File: config.mk
export PLATFORM = sky130hd
export DESIGN_NAME = pwm_gen_multi
export DESIGN_NICKNAME = d
export VERILOG_FILES = /design/src/rtl/pwm_gen_multi.sv
export SDC_FILE = /design/constraint.sdc
export NUM_CORES = 1
export LEC_CHECK = 0
export BUFFER_PORTS_ARGS = -buffer_cell sky130_fd_sc_hd__buf_2
export CAP_MARGIN = 5
export CORE_MARGIN = 10
export CORE_UTILIZATION = 45
export CTS_CLUSTER_DIAMETER = 80
export DETAILED_ROUTE_END_ITERATION = 8
export PLACE_DENSITY_LB_ADDON = 0.1
export SLEW_MARGIN = 10
export SYNTH_ARGS = -nofsm -noshare
export SYNTH_HDL_FRONTEND = slang
export SYNTH_SLANG_ARGS = --single-unit
export TNS_END_PERCENT = 100
File: constraint.sdc
create_clock -name clk -period 2.8 [get_ports clk]
set_input_delay 0.56 -clock clk [delete_from_list [all_inputs] [get_ports clk]]
set_output_delay 0.56 -clock clk [all_outputs]
set_load 0.01 [all_outputs]
File: src/rtl/pwm_gen_multi.sv
// Multi-channel PWM generator: one shared edge- or center-aligned counter, per-channel
// debounced duty buttons, and duty/mode changes that take effect only at period boundaries.
module pwm_gen_multi #(
    parameter int CHANNELS  = 2,
    parameter int CNT_W     = 4,
    parameter int PERIOD    = 10,
    parameter int STEP      = 1,
    parameter int DUTY_INIT = 5,
    parameter int DB_CYCLES = 4
) (
    input  logic                      clk,
    input  logic                      reset,
    input  logic                      enable,
    input  logic                      center_mode,
    input  logic [CHANNELS-1:0]       increase_duty,
    input  logic [CHANNELS-1:0]       decrease_duty,
    output logic [CHANNELS-1:0]       pwm_out,
    output logic                      period_tick,
    output logic [CHANNELS*CNT_W-1:0] duty_o
);
    localparam int NB   = 2 * CHANNELS;
    localparam int DB_W = $clog2(DB_CYCLES + 1);
    localparam logic [CNT_W-1:0] PER_V  = CNT_W'(PERIOD);
    localparam logic [CNT_W-1:0] TOP_V  = CNT_W'(PERIOD - 1);
    localparam logic [CNT_W-1:0] TURN_V = CNT_W'(PERIOD - 2);
    localparam logic [CNT_W-1:0] STEP_V = CNT_W'(STEP);
    localparam logic [CNT_W-1:0] INIT_V = CNT_W'(DUTY_INIT);
    localparam logic [DB_W-1:0]  DB_V   = DB_W'(DB_CYCLES);

    logic [NB-1:0]                 btn;
    logic [NB-1:0]                 sync1_q, sync2_q;
    logic [NB-1:0]                 acc_q, acc_d, accDly_q, press_q;
    logic [NB-1:0][DB_W-1:0]       dbCnt_q, dbCnt_d;
    logic [CHANNELS-1:0][CNT_W-1:0] pend_q, pend_d, active_q, active_d, dutyEff;
    logic [CNT_W-1:0]              cnt_q, cnt_d;
    logic                          up_q, up_d, mode_q, mode_d, tick_q, tick_d;
    logic [CHANNELS-1:0]           pwm_q, pwm_d;
    logic                          boundary;

    // Buttons 0..CHANNELS-1 are increase, CHANNELS..NB-1 are decrease.
    assign btn = {decrease_duty, increase_duty};

    // The accepted level flips only after the counter has saturated and the level still differs.
    always_comb begin
        acc_d   = acc_q;
        dbCnt_d = '0;
        for (int b = 0; b < NB; b++) begin
            if (sync2_q[b] != acc_q[b]) begin
                if (dbCnt_q[b] == DB_V) acc_d[b] = ~acc_q[b];
                else                    dbCnt_d[b] = dbCnt_q[b] + DB_W'(1);
            end
        end
    end

    always_comb begin
        pend_d = pend_q;
        for (int i = 0; i < CHANNELS; i++) begin
            if (press_q[i] && !press_q[CHANNELS+i])
                pend_d[i] = (pend_q[i] >= PER_V - STEP_V) ? PER_V : pend_q[i] + STEP_V;
            else if (!press_q[i] && press_q[CHANNELS+i])
                pend_d[i] = (pend_q[i] <= STEP_V) ? '0 : pend_q[i] - STEP_V;
        end
    end

    assign boundary = (cnt_q == '0);
    // At a boundary the freshly loaded duty already governs the count-0 compare.
    assign dutyEff  = boundary ? pend_q : active_q;

    always_comb begin
        cnt_d    = cnt_q;
        up_d     = up_q;
        mode_d   = mode_q;
        active_d = active_q;
        pwm_d    = '0;
        tick_d   = 1'b0;
        if (!enable) begin
            cnt_d    = '0;
            up_d     = 1'b1;
            mode_d   = center_mode;
            active_d = pend_q;
        end else begin
            tick_d = boundary;
            for (int i = 0; i < CHANNELS; i++) pwm_d[i] = (cnt_q < dutyEff[i]);
            if (boundary) begin
                mode_d   = center_mode;
                active_d = pend_q;
                cnt_d    = CNT_W'(1);
                up_d     = 1'b1;
            end else if (!mode_q) begin
                cnt_d = (cnt_q == TOP_V) ? '0 : cnt_q + CNT_W'(1);
                up_d  = 1'b1;
            end else if (up_q) begin
                if (cnt_q == TOP_V) begin
                    cnt_d = TURN_V;
                    up_d  = 1'b0;
                end else begin
                    cnt_d = cnt_q + CNT_W'(1);
                end
            end else begin
                cnt_d = cnt_q - CNT_W'(1);
            end
        end
    end

    always_ff @(posedge clk) begin
        if (!reset) begin
            sync1_q  <= '0;
            sync2_q  <= '0;
            acc_q    <= '0;
            accDly_q <= '0;
            press_q  <= '0;
            dbCnt_q  <= '0;
            pend_q   <= {CHANNELS{INIT_V}};
            active_q <= {CHANNELS{INIT_V}};
            cnt_q    <= '0;
            up_q     <= 1'b1;
            mode_q   <= 1'b0;
            pwm_q    <= '0;
            tick_q   <= 1'b0;
        end else begin
            sync1_q  <= btn;
            sync2_q  <= sync1_q;
            acc_q    <= acc_d;
            accDly_q <= acc_q;
            press_q  <= acc_q & ~accDly_q;
            dbCnt_q  <= dbCnt_d;
            pend_q   <= pend_d;
            active_q <= active_d;
            cnt_q    <= cnt_d;
            up_q     <= up_d;
            mode_q   <= mode_d;
            pwm_q    <= pwm_d;
            tick_q   <= tick_d;
        end
    end

    assign pwm_out     = pwm_q;
    assign period_tick = tick_q;
    assign duty_o      = pend_q;
endmodule

# After elaboration in Yosys (flattened, before gate mapping)
# Index checks and enable logic that the tools add are counted.
[totals]
reg_bits = 57
in_bits = 8
output_inout_bits = 11
word_cells = 102
[op_classes]
add_sub_neg = 10
n_lt_le_gt_ge = 6
eq_ne = 10
muxes = 19
bitwise_logic = 13
reduce_logical = 22
[ops]
columns = ["cell", "n"]
rows = [
  ["4-bit 2-to-1 mux", 12],
  ["8-bit 2-to-1 mux", 2],
  ["3-bit OR reduction", 5],
  ["3-bit by 1-bit adder with 3-bit output, second input constant", 4],
  ["4-bit by 1-bit adder with 4-bit output, second input constant", 3],
  ["3-bit equality test, second input constant", 4],
  ["4-bit by 1-bit subtractor with 4-bit output, second input constant", 3],
  ["1-bit inverter", 11],
  ["2-bit AND reduction", 5],
  ["4-bit >= comparator, second input constant", 2],
  ["4-bit by 1-bit less-or-equal comparator with 1-bit output, second input constant", 2],
  ["4-bit < comparator", 2],
  ["1-bit 2-to-1 mux", 5],
  ["4-bit bitwise AND", 1],
  ["4-bit equality test, second input constant", 1],
  ["1-bit logical AND", 4],
  ["1-bit zero test", 4],
  ["4-bit zero test", 1],
  ["1-bit inequality test", 4],
  ["4-bit inverter", 1],
  ["2-bit nonzero test", 2],
  ["4-bit OR reduction", 1],
  ["2-bit by 1-bit inequality test with 1-bit output, second input constant", 1],
]

# Logic depth before layout (Yosys ltp)
# Gate-level depths: netlist of run 1.
[depth]
word_depth = 5
depth_mapped = 9
ltp_nobuf = 7

# Least setup slack after synthesis of run 1
# Ideal clock, no wire load.
[synth_timing]
path_kind = "flip-flop to flip-flop"
startpoint = "register cnt_q[0]"
endpoint = "register pwm_q[0] (netlist: pwm_out[0])"
setup_time_ns = 0.060
t_arrival_ns = 2.070
required_time_ns = 2.740
setup_slack_ns = 0.670
path_stages_with_launch = 10
path_buffers = 2
synth_period_minus_slack_ns = 2.130
path_cell_list = "dfxtp_1 > inv_1 > ha_1 > or3b_1 > clkbuf_1 > buf_2 > mux2i_1 > ha_1 > a211oi_1 > and3_1"
[synth_between]
elab_chain_cells = 3
[synth_lines]
columns = ["element", "line", "source"]
rows = [
  ["start: declaration", "35", "logic [CNT_W-1:0] cnt_q, cnt_d;"],
  ["start signal: assignment", "129", "cnt_q <= cnt_d;"],
  ["4-bit zero test", "65", "assign boundary = (cnt_q == '0);"],
  ["8-bit 2-to-1 mux", "--", ""],
  ["4-bit < comparator (*)", "83", "for (int i = 0; i < CHANNELS; i++) pwm_d[i] = (cnt_q < dutyEff[i]);"],
  ["end signal: assignment", "132", "pwm_q <= pwm_d;"],
  ["end: declaration", "37", "logic [CHANNELS-1:0] pwm_q, pwm_d;"],
]
# Every way passes the cells marked *; elsewhere a longest branch is shown, timed or not.
# A chain may end at the register's enable or synchronous reset.

# Final worst setup path of run 1
[layout_timing]
startpoint = "register cnt_q[0]"
endpoint = "register pwm_q[1] (netlist: pwm_out[1])"
# The elaborated chain is that of the path after synthesis.

==> flow_summary.ini, run 1 <==
[outcome]
outcome = completed

[critical_path]
startpoint_type = register
setup.worst_path.start = cnt_q[0]$_SDFF_PN0_
endpoint_kind = register
crit_slowest_cell = or3b_1
crit_fanout = 13
reg2reg_depth = 7
r2r_slack_ns = 0.44
path_class = register to register
regToRegEndpoint = pwm_out[1]$_SDFF_PN0_
worstPathRequired_ns = 3.07
cpMostUsedCell = ha_1
crit_buf_inv = 1
r2r_start = cnt_q[0]$_SDFF_PN0_
critPathArrivalTime_ns = 2.63
crit_chain = inv_1 > ha_1 > or3b_1 > mux2i_1 > ha_1 > a211oi_1 > and3_1
slowest_delay_ns = 0.54
critPathTopFamily = simple AND/OR/NAND/NOR gates

[finish]
final.fill_count = 577
area_delta_synth_final_pct = 11.2
final_common_cell = dfxtp_1
fin_cells = 404
regArea_sq_um = 1140
multi_input_area_sq_um = 1460
drive_gt1_share_pct = 11.2
fin_util_pct = 51.3
nets = 360
mostFrequentLayoutCells = 57 x dfxtp_1, 39 x nand2_1, 26 x ha_1
diodes = 0

[clock_network]
cts_tree = built
hold_buffers = 0
clk_latency_ns = 0.33
ctsResizeCount = 0
clockRootBuffer = clkbuf_8
cts_setup_buffers = 0
clkTransAtPathRegs_ns = 0.06
cts_sinks = 57
cts_max_path_buffers = 2
h-tree-depth = 3
numCtsBuffers = 9

[drt]
viasPerCell = 5.14
ant_nets = 0
route.vias.total = 2078
dr.pass1.iters = 4
dr.first_iter.drc_count = 68
drcViolationCount = 0
wl_per_cell_um = 11.9
drt-total-wl_um = 4820

[timing]
setup_viol = 0
finalCriticalPeriod_ns = 2.36
fin_worst_skew_ns = 0.00513
hold_viol_final = 0
rsz0062_at_grt = false
fin_setup_tns_ns = 0
finalCritPeriodShare_pct = 84.3
relSlewSlack_pct = 61.3
tightest_slew_ns = 0.581
fmax_mhz = 424
maxSlewViolCount = 0

[floorplanning]
core-area_sq_um = 5920
die_w_um = 97.9
dieArea_sq_um = 9580
start_util_pct = 46.1
num_rows = 28
die_h_um = 97.9
top_level_ports = 19

[global_route]
antenna_found_initial = 0
grt_max_degree = 27
grt_usage_pct = 10.6
grt_pass1_wl_um = 8530
first_global_vias = 1953
grt.overflow.total = 0

[synthesis]
ys_ff_latch = 57
synth-seq-area-share_pct = 41.8
synth_area_sq_um = 2730
synth_flop_cell = dfxtp_1
yosys_warnings = 0
synth_cells = 309
synth_edf_count = 0
synth.avg_cell_area_sq_um = 8.84
yosysUniqueCellTypes = 41
async_flop_share_pct = 0
synth_nets = 343

[pwr]
p_leak_nw = 1.23
power_density_nw_per_um2 = 510
worst_ir_drop_vdd_mv = 0.365

[place]
port_buffers = 18
dp_hpwl_um = 3440
placedCellCount = 390
globalplace.congestion = 0.767

[worst_hold_path]
min_to = press_q[2]$_SDFF_PN0_
hold_path_class = register to register
hold_path.startpoint = accDly_q[2]$_SDFF_PN0_
holdPathStages = 1

[run]
cap_violations = 0
[power breakdown]
group	leakage [nW]	total [mW]	switching [mW]	internal, mW
logic	0.675	0.0604	0.0334	0.0271
clock network	0.0871	0.656	0.300	0.355
registers	0.463	0.832	0.00744	0.824
total	1.23	1.55	0.341	1.21
[logic make-up (layout without fill, tap and decap cells)]
kind of cell               count (synthesis)  in the layout  synth area share (%)
AOI/OAI and AO/OA                         55             55                  13.6
xor gates and xnor gates                   5              5                  1.60
adders and majority gates                 26             26                  11.9
buffers and inverters                     34             54                  4.90
DFF                                       57             57                  41.8
muxes                                     12             12                  4.45
and+or+nand+nor                          120            120                  21.8
[area by class of cell]
class                           count  share of cell area (%)
Clock inverter                      3                   0.577
Timing Repair Buffer               19                    3.22
Clock buffer                       11                    4.99
Tap cell                           75                    3.09
Multi-Input combinational cell    218                    47.9
Inverter                           21                    2.60
Sequential cell                    57                    37.6
[worst max-delay path by stage]
| stage | depth (start not counted) | slack, ns | to |
|---|---|---|---|
| floorplan | 9 | 0.67 | pwm_out[0]$_SDFF_PN0_ |
| finish | 7 | 0.44 | pwm_out[1]$_SDFF_PN0_ |
| detailed placement | 7 | 0.44 | pwm_out[1]$_SDFF_PN0_ |
| global placement | 7 | 0.56 | pwm_out[0]$_SDFF_PN0_ |
| CTS | 7 | 0.42 | pwm_out[1]$_SDFF_PN0_ |
| global route | 7 | 0.21 | pwm_out[0]$_SDFF_PN0_ |
[Yosys cell counts (all sizes together), types with 2 or more instances]
cell,n,area [sq um]
and3,3,18.8
or4,2,15.0
nand4,4,25.0
o211ai,5,37.5
a21boi,11,86.3
and2,21,131
o2111ai,2,17.5
a31o,2,17.5
ha,26,325
nor3,5,25.0
clkbuf,10,37.5
dfxtp,57,1140
nand2b,4,25.0
nor2b,5,31.3
xor2,4,35.0
o21ai,10,50.1
nor2,18,67.6
nand2,39,146
inv,21,78.8
nand3,12,60.1
a211oi,5,37.5
nand3b,2,15.0
o21bai,2,15.0
or3,2,12.5
a31oi,2,12.5
a21oi,12,60.1
buf,3,17.5
mux2i,11,110
[through the flow]
stage	worst slack (ns)	hold WS (ns)	area [sq um]	total power, mW
final	0.440	0.381	3040	1.55
after CTS	0.418	0.383	3040	1.58
after detailed placement	0.443	0.375	2870	0.911
after global routing	0.214	0.397	3040	1.62
after floorplan	0.670	0.367	2730	0.893
after global placement	0.563	0.370	2870	0.910
[metal layers]
layer | vias to the layer above | track usage, % | wire length (um)
li1 | 1087 | - | -
met1 | 944 | 11.3 | 2190
met2 | 39 | 17.4 | 2250
met3 | 8 | 5.64 | 297
met4 | 0 | 4.03 | 70
met5 | - | 0 | 0
[state kept, by name (all words and copies together) (netlist names)]
| register | count |
|---|---|
| accDly_q | 4 |
| acc_q | 4 |
| active_q | 8 |
| cnt_q | 4 |
| dbCnt_q | 12 |
| duty_o | 8 |
| mode_q | 1 |
| period_tick | 1 |
| press_q | 4 |
| pwm_out | 2 |
| sync1_q | 4 |
| sync2_q | 4 |
| up_q | 1 |
No activity file was read; power rests on OpenSTA's default activity.
==> run 2, diff against run 1 <==
- clock period: 2.8 -> 2.2 ns (I/O delays scaled with it)
==> flow_summary.ini, run 2 (same netlist as run 1, synthesis figures left out) <==
[floorplanning]
die_w_um = 97.9
core-area_sq_um = 5920
top_level_ports = 19
die_h_um = 97.9
start_util_pct = 46.1
dieArea_sq_um = 9580
num_rows = 28

[pwr]
p_leak_nw = 1.29
pwr-share-clk_pct = 48.5
seqPwrFrac_pct = 47.7
p_sw_share_pct = 20.8
p_switching_mw = 0.462
power_density_nw_per_um2 = 704
combPwrFrac_pct = 3.8
intPower_mw = 1.75
worst_ir_drop_vdd_mv = 0.475

[finish]
multi_input_area_sq_um = 1460
nets = 368
fin_cells = 414
drive_gt1_share_pct = 13.9
regArea_sq_um = 1140
final_common_cell = dfxtp_1
area_delta_synth_final_pct = 15.4
largest_reg_flops = 12
fin_util_pct = 53.2
final.fill_count = 576
regMostFlops = dbCnt_q
diodes = 0
mostFrequentLayoutCells = 57 x dfxtp_1, 39 x nand2_1, 26 x ha_1

[outcome]
outcome = completed

[critical_path]
endpoint_kind = register
slowest_delay_ns = 0.43
setup.worst_path.start = cnt_q[0]$_SDFF_PN0_
r2r_start = cnt_q[0]$_SDFF_PN0_
startpoint_type = register
critPathArrivalTime_ns = 2.20
crit_slowest_cell = or3b_4
crit_buf_inv = 2
cpMostUsedCell = ha_1
critPathTopFamily = simple AND/OR/NAND/NOR gates
crit_fanout = 5
regToRegEndpoint = pwm_out[0]$_SDFF_PN0_
reg2reg_depth = 8
crit_chain = inv_1 > ha_1 > or3b_4 > buf_4 > mux2i_1 > ha_1 > o2111ai_1 > and3_1
worstPathRequired_ns = 2.43
r2r_slack_ns = 0.23
path_class = register to register

[drt]
viasPerCell = 5.10
wl_per_cell_um = 11.9
drcViolationCount = 0
ant_nets = 0
dr.pass1.iters = 4
route.vias.total = 2113
drt-total-wl_um = 4940
dr.first_iter.drc_count = 42

[timing]
fin_setup_tns_ns = 0
fmax_mhz = 506
rsz0062_at_grt = false
relSlewSlack_pct = 71.0
fin_worst_skew_ns = 0.00721
maxSlewViolCount = 0
setup_viol = 0
finalCritPeriodShare_pct = 89.8
tightest_slew_ns = 0.435
hold_viol_final = 0
fin_hold_ws_ns = 0.306
finalCriticalPeriod_ns = 1.97

[clock_network]
clkTransAtPathRegs_ns = 0.06
clockRootBuffer = clkbuf_8
cts_setup_buffers = 0
clk_latency_ns = 0.33
cts_tree = built
cts_sinks = 57
h-tree-depth = 3
numCtsBuffers = 9
cts_max_path_buffers = 2

[global_route]
grt.overflow.total = 0
first_global_vias = 2018
grt_pass1_wl_um = 8750
antenna_found_initial = 0
grt_max_degree = 25
grt_usage_pct = 10.8

[worst_hold_path]
min_to = sync1_q[1]$_SDFF_PN0_
holdPathStages = 2
hold_path_class = input port to register
hold_path.startpoint = increase_duty[1]

[place]
port_buffers = 18
placedCellCount = 398
dp_hpwl_um = 3560
globalplace.congestion = 0.767

[run]
cap_violations = 0
[run 2: repair_timing]
item                       4_1_cts  5_1_grt
hold buffers                     0        0
gates resized for setup          0        1
setup endpoints to repair        0        2
[run 2: cell type report]
cell class                 count  area share (%)
multi-input combinational    218            46.3
tap                           75            2.98
sequential                    57            36.2
clock buffer                  11            4.49
timing repair buffer          27            5.01
clock inverter                 5            2.50
inverter                      21            2.50
[run 2: power groups by stage]
stage	Combinational (mW)	Sequential [mW]	Clock (mW)
finish	0.0853	1.06	1.07
global route	0.0971	1.06	1.14
CTS	0.0860	1.06	1.11
detailed placement	0.0858	1.08	0
global placement	0.0850	1.08	0
floorplan	0.0557	1.08	0
[run 2: metrics by stage]
stage                     setup slack (ns)  area [sq um]  power [mW]
after floorplan                     0.0700          2730        1.14
after global placement               0.199          2930        1.16
after detailed placement             0.124          2930        1.17
after CTS                            0.123          3150        2.25
after global routing                0.0722          3150        2.30
final                                0.225          3150        2.22
[run 2: worst max-delay path by stage]
stage                                  to  slack [ns]  depth (start not counted)
floorplan           pwm_out[0]$_SDFF_PN0_        0.07                          9
global placement    pwm_out[0]$_SDFF_PN0_        0.20                          8
detailed placement  pwm_out[0]$_SDFF_PN0_        0.12                          8
CTS                 pwm_out[0]$_SDFF_PN0_        0.12                          8
global route        pwm_out[1]$_SDFF_PN0_        0.07                          8
finish              pwm_out[0]$_SDFF_PN0_        0.23                          8
[run 2: routing by layer]
layer	GRT usage, %	share of wire (%)	up-vias
li1	-	-	1104
met1	12.3	48	971
met2	16.9	45	29
met3	5.07	4.9	9
met4	5.03	2.0	0
met5	0	0	-
[run 2: worst register-to-register path, delay by kind of cell (launching register included)]
family,cells,cell delay (ns)
mux,1,0.12
flops,1,0.31
simple gates,2,0.61
fa+ha+maj,2,0.49
buf+inv,2,0.26
compound gates,1,0.09
